<file path="src/rtl/fetch_ctl.sv">
// ----------------------------------------------------------------------------
// fetch_ctl
//
// Front-end (IF/ID) pipeline control for a simple in-order core. Decides each
// cycle whether the PC advances, where the next PC comes from, and whether the
// IF/ID and ID/EX pipeline registers load, hold or take a NOP bubble. It also
// keeps two free-running performance counters.
//
// State | Meaning
// ------+---------------------------------------------------------------------
// RUN   | normal fetch; events arbitrated br_ctl > jump > hazard > halt > rdy
// DROP  | redirect issued while a fetch was outstanding; the next word the
//       | memory returns is wrong-path and is discarded
// HALT  | core stopped; only rst leaves this state
//
// Ports
//   clk          in   rising-edge clock
//   rst          in   asynchronous active-high reset
//   imem_rdy     in   instruction memory returns a valid word this cycle
//   hazard       in   load-use hazard on the ID-stage instruction
//   jump         in   ID-stage instruction is a jump
//   br_ctl       in   EX-stage branch resolved taken
//   halt         in   ID-stage instruction is HALT
//   pc_en        out  PC register write enable
//   redirect     out  PC source: 00 sequential, 01 jump, 10 branch
//   if_id_en     out  IF/ID register write enable
//   if_id_flush  out  load a NOP bubble into IF/ID
//   id_ex_flush  out  load a NOP bubble into ID/EX
//   halted       out  core halted
//   stall_cnt    out  front-end stall cycles, saturating
//   redir_cnt    out  taken redirects, wrapping
// ----------------------------------------------------------------------------
module fetch_ctl (
    input  logic        clk,
    input  logic        rst,
    input  logic        imem_rdy,
    input  logic        hazard,
    input  logic        jump,
    input  logic        br_ctl,
    input  logic        halt,
    output logic        pc_en,
    output logic [1:0]  redirect,
    output logic        if_id_en,
    output logic        if_id_flush,
    output logic        id_ex_flush,
    output logic        halted,
    output logic [15:0] stall_cnt,
    output logic [7:0]  redir_cnt
);

    typedef enum logic [1:0] {
        ST_RUN  = 2'b00,
        ST_DROP = 2'b01,
        ST_HALT = 2'b10
    } state_t;

    localparam logic [1:0] RD_SEQ    = 2'b00;
    localparam logic [1:0] RD_JUMP   = 2'b01;
    localparam logic [1:0] RD_BRANCH = 2'b10;

    state_t state;
    state_t state_nxt;
    logic   stall_inc;
    logic   redir_inc;

    always_ff @(posedge clk or posedge rst) begin
        if (rst) begin
            state <= ST_RUN;
        end else begin
            state <= state_nxt;
        end
    end

    always_comb begin
        state_nxt   = state;
        pc_en       = 1'b0;
        redirect    = RD_SEQ;
        if_id_en    = 1'b0;
        if_id_flush = 1'b0;
        id_ex_flush = 1'b0;
        halted      = 1'b0;

        case (state)
            ST_RUN: begin
                if (br_ctl) begin
                    // Branch wins over a simultaneous jump: the jump sits in
                    // ID on the wrong path and is squashed with the bubble.
                    pc_en       = 1'b1;
                    redirect    = RD_BRANCH;
                    if_id_flush = 1'b1;
                    id_ex_flush = 1'b1;
                    if (!imem_rdy) begin
                        state_nxt = ST_DROP;
                    end
                end else if (jump) begin
                    pc_en       = 1'b1;
                    redirect    = RD_JUMP;
                    if_id_flush = 1'b1;
                    if (!imem_rdy) begin
                        state_nxt = ST_DROP;
                    end
                end else if (hazard) begin
                    id_ex_flush = 1'b1;
                end else if (halt) begin
                    state_nxt = ST_HALT;
                end else if (!imem_rdy) begin
                    if_id_flush = 1'b1;
                end else begin
                    pc_en    = 1'b1;
                    if_id_en = 1'b1;
                end
            end

            ST_DROP: begin
                // The in-flight fetch belongs to the old path; when it lands
                // it is flushed and sequential fetch from the new PC resumes.
                if_id_flush = 1'b1;
                if (imem_rdy) begin
                    state_nxt = ST_RUN;
                end
            end

            ST_HALT: begin
                halted = 1'b1;
            end

            default: begin
                // Unreachable encoding: bubble both stages and restart.
                if_id_flush = 1'b1;
                id_ex_flush = 1'b1;
                state_nxt   = ST_RUN;
            end
        endcase

        // Reset holds the pipeline in a safe, fully flushed condition.
        if (rst) begin
            state_nxt   = ST_RUN;
            pc_en       = 1'b0;
            redirect    = RD_SEQ;
            if_id_en    = 1'b0;
            if_id_flush = 1'b1;
            id_ex_flush = 1'b1;
            halted      = 1'b0;
        end
    end

    assign stall_inc = ((state == ST_RUN) || (state == ST_DROP)) && !pc_en;
    assign redir_inc = (redirect != RD_SEQ);

    always_ff @(posedge clk or posedge rst) begin
        if (rst) begin
            stall_cnt <= 16'h0000;
        end else if (stall_inc && (stall_cnt != 16'hFFFF)) begin
            stall_cnt <= stall_cnt + 16'd1;
        end
    end

    always_ff @(posedge clk or posedge rst) begin
        if (rst) begin
            redir_cnt <= 8'h00;
        end else if (redir_inc) begin
            redir_cnt <= redir_cnt + 8'd1;
        end
    end

endmodule
</file>
<file path="config.mk">
export PLATFORM = sky130hd
export DESIGN_NAME = fetch_ctl
export DESIGN_NICKNAME = d
export VERILOG_FILES = /design/src/rtl/fetch_ctl.sv
export SDC_FILE = /design/constraint.sdc
export NUM_CORES = 1
export LEC_CHECK = 0
export CORE_ASPECT_RATIO = 0.5
export CORE_MARGIN = 2
export CORE_UTILIZATION = 47
export DETAILED_ROUTE_END_ITERATION = 8
export GPL_TIMING_DRIVEN = 1
export HOLD_SLACK_MARGIN = 0.05
export PLACE_DENSITY = 0.78
export SETUP_SLACK_MARGIN = 0.02
export SLEW_MARGIN = 20
export SYNTH_ARGS = -nofsm -noshare
export SYNTH_HDL_FRONTEND = slang
export SYNTH_SLANG_ARGS = --single-unit
</file>
<file path="constraint.sdc">
create_clock -name clk -period 2.6 [get_ports clk]
set_clock_uncertainty 0.2 [all_clocks]
set_input_delay 0.78 -clock clk [delete_from_list [all_inputs] [get_ports clk]]
set_output_delay 0.78 -clock clk [all_outputs]
set_load 0.02 [all_outputs]
</file>
Word level (Yosys, flattened, before mapping)
Cells that the tools add are included.
{ "totals": {"memories": 0, "register_bits": 26, "ramBits": 0, "wordCells": 57, "inputBits": 7, "latchBits": 0, "output_inout_bits": 31, "romBits": 0} }
{ "classes": {"n_addsub": 2, "eq_ne": 7, "n_div": 0, "multipliers": 0, "muxes": 37, "order_cmp": 0, "bitwise": 0, "reduce_logical": 8, "shift": 0} }
{ "ops": {"columns": ["operator", "n"], "rows": [
  ["$mux 1", 24],
  ["$mux 2", 10],
  ["$add 16x1->16 const B", 1],
  ["$ne 16x16->1 const B", 1],
  ["$ne 5x5->1 const B", 2],
  ["$add 8x1->8 const B", 1],
  ["$pmux 2 s3", 1],
  ["$pmux 1 s2", 2],
  ["$reduce_and 4->1", 1],
  ["$ne 3x3->1 const B", 1],
  ["$eq 2x1->1 const B", 1],
  ["$eq 2x2->1 const B", 1],
  ["$logic_and 1x1->1", 2],
  ["$logic_not 2->1", 1],
  ["$ne 2x2->1 const B", 1],
  ["$reduce_bool 2->1", 1],
  ["$reduce_or 2->1", 1],
  ["$logic_not 1->1", 1],
  ["$logic_or 1x1->1", 1]
]} }

Longest topological paths before layout
{ "depth": {"word_depth": 10, "ltp_mapped": 8, "mapped_depth_nobuf": 7} }

Worst setup path before layout
No wires, ideal clock.
{ "synth_path": {"path_type": "input port to output port", "from": "input port rst", "to": "output port redirect[1]", "n_path_buf": 0, "slack_ns": -0.133, "path_stages": 2, "arrival_time_ns": 1.753, "t_required_ns": 1.620, "cell_sequence": "inv_1 > and3_1"} }
{ "synth_via": {"elab_chain_cells": 1} }
{ "synth_lines": {"columns": ["element", "line_no", "source"], "rows": [
  ["start: declaration", "35", "input logic rst,"],
  ["$mux 2", "136", "if (rst) begin"],
  ["end: declaration", "42", "output logic [1:0] redirect,"]
]} }
Every way passes these cells.

Worst setup path after layout
{ "layout_path": {"from": "input port imem_rdy", "to": "output port pc_en"} }
{ "layout_via": {"elab_chain_cells": 7} }
{ "layout_lines": {"columns": ["element", "line_no", "source"], "rows": [
  ["start: declaration", "36", "input logic imem_rdy,"],
  ["$mux 1", "106", "end else if (!imem_rdy) begin"],
  ["$mux 1", "104", "end else if (halt) begin"],
  ["$mux 1", "102", "end else if (hazard) begin"],
  ["$mux 1", "95", "end else if (jump) begin"],
  ["$mux 1", "85", "if (br_ctl) begin"],
  ["$mux 1", "83", "case (state)"],
  ["$mux 1", "136", null],
  ["end: declaration", "41", "output logic pc_en,"]
]} }
Every way passes these cells.

==> flow_metrics.tcl <==
set metrics [dict create \
    status "completed" \
    drv_cap 0 \
    slew_violations 0 \
    clk_pin_slew_worst_paths_ps 90 \
    die_y_um 42.3 \
    finalCriticalPeriod_ps 2570 \
    final_util_pct 74.9 \
    ant_nets 0 \
    cts_buffers 3 \
    yosys.area.top_type "dfrtp_1" \
    final_cells 226 \
    ioPinCount 38 \
    slew_headroom_pct 74.6 \
    synthCells 128 \
    yosysSeqAreaShare_pct 47.2 \
    grt_pass1_wl_um 5000 \
    antenna_found_initial 0 \
    n_antenna_cell 0 \
    syn2layout_area_growth_pct 46.0 \
    synth_area_leaders "dfrtp_1 (47%), xnor2_1 (11%), ha_1 (4.5%)" \
    grt_usage_pct 19.0 \
    clkLatencyLatePin_ps 270 \
    final_cell_area_um2 2010 \
    finalSetupViolCount 0 \
    cts_num_sinks 26 \
    ir_worst_vdd_mv 0.659 \
    cts_tree "done" \
    yosys_most_used_dff "dfrtp_1" \
    wl_per_cell_um 13.4 \
    row_count 13 \
    nNetsFinal 202 \
    synth_edf_count 0 \
    yosys.area.top_type_share_pct 47.2 \
    max_freq_mhz 389 \
    worst_hold_path_type "register to register" \
    post-route-period-util_pct 98.8 \
    syn_nets 140 \
    drive_gt1_share_pct 28.6 \
    drt_iter0_drc 29 \
    route.vias.total 1150 \
    coreArea_um2 2680 \
    dieWidth_um 80.6 \
    grt_max_degree 23 \
    clock_path_buffers 2 \
    crit_fanout 3 \
    start_util_pct 51.3 \
    crit_type "input pin to output port" \
    hpwl_um 2180 \
    ys_ff_latch 26 \
    htree_levels 1 \
    endpoint_kind "output port" \
    reg2reg_depth 9 \
    drc 0 \
    synthArstFlopShare_pct 100 \
    grt_pass1_vias 1075 \
    place_area_um2 1900 \
    globalRoute.totalOverflow 0 \
    grt_setup_unrepaired "yes" \
    via_per_inst 5.09 \
    die-area_um2 3410 \
    dr.pass1.iters 4 \
    hold_viol_final 0 \
    cts-root-buf "clkbuf_8" \
    syn_area_um2 1380 \
    arrival_ps 1590 \
    r2r_slack_ps 530 \
    placedCellCount 216 \
    syn_avg_cell_area_um2 10.8 \
    gp_congestion 0.781 \
    total_leakage_power_nw 0.890 \
    worstPathRequired_ps 1620 \
    worst_slew_pin_slew_ps 382 \
    ys_types 32 \
    io_buffers 37 \
    mostFrequentLayoutCells "dfrtp_1 (26), buf_4 (24), clkdlybuf4s50_1 (24)" \
    final_common_cell "dfrtp_1" \
    wirelength_um 3030 \
    min_path_cells 1 \
    startpoint_type "input pin" \
    nFillCells 183 \
    synth-warning-count 0 \
    p_per_area_nw_per_um2 850 \
]
sequential cells by signal, summed over array words and instances (netlist names):
signal and count:
redir_cnt 8, stall_cnt 16, state 2
critical path: stages:
cell,delay (ps)
buf_6,90
inv_2,40
nor4_4,290
buf_4,160
or2_4,110
buf_6,110
cell families (layout without fill, tap and decap cells):
group,Yosys count,count (layout),synth area share (%)
flip-flops,26,26,47.2
AND/OR/NAND/NOR,52,52,23.1
adder cells (fa/ha/maj),5,5,4.54
multiplexers,3,3,2.45
buffers and inverters,8,69,2.73
XOR/XNOR,22,22,14.0
AO/OA/AOI/OAI,12,12,5.99
timing repair:
action / in CTS / in global routing
hold buffers: 0 / 0
pin swaps: 5 / 4
resized for setup: 54 / 10
endpoints found under the setup margin: 7 / 5
setup buffers: 3 / 3
metal layers:
metal / vias to the layer above / GRT usage, % / part of all wire [%]
met5: - / 0 / 0
met4: 0 / 4.41 / 0.30
met3: 2 / 5.82 / 3.1
met1: 556 / 26.3 / 51
met2: 22 / 29.5 / 46
li1: 570 / - / -
final timing paths:
check                                 to         start
hold / removal              redir_cnt[7]  redir_cnt[7]
setup reg to reg            stall_cnt[1]      state[0]
max in group asynchronous  stall_cnt[12]           rst
setup / recovery                   pc_en      imem_rdy
hold reg to reg             redir_cnt[7]  redir_cnt[7]
min in group asynchronous       state[1]           rst
stage by stage:
stage / setup WS (ps) / hold WS [ps] / total power [mW] / TNS, ps
finish: 31.0 / 277 / 1.71 / 0
global route: -17.6 / 294 / 1.81 / -17.6
CTS: -58.0 / 278 / 1.70 / -81.3
detailed placement: -800 / 262 / 1.35 / -6110
global placement: -793 / 261 / 1.34 / -5380
floorplan: 85.9 / 299 / 1.02 / 0
where the power goes:
part	switching [mW]	internal [mW]
clock	0.130	0.206
sequential	0.143	0.510
combinational	0.349	0.372
total	0.621	1.09
synthesized netlist by cell type (2+ instances only):
cell type   n
nand2_1     9
a21oi_1     3
dfrtp_1    26
xnor2_1    17
nand4_1     7
mux2_2      3
xor2_1      5
ha_1        5
nand3_1    11
nor3_1      3
and2_1      2
o21ai_0     3
and3_1      2
nor2_1      8
inv_1       7
area by class of cell:
cell class	count	area [um^2]	area share, %
clock buffers	3	41.3	2.05
clock inverters	1	30.0	1.49
inverters	7	30.0	1.49
multi-input cells	94	714	35.5
flip-flops and latches	26	651	32.4
well taps	37	46.3	2.30
repair buffers	58	498	24.8
Note: power is estimated with default switching activity, not from simulation.
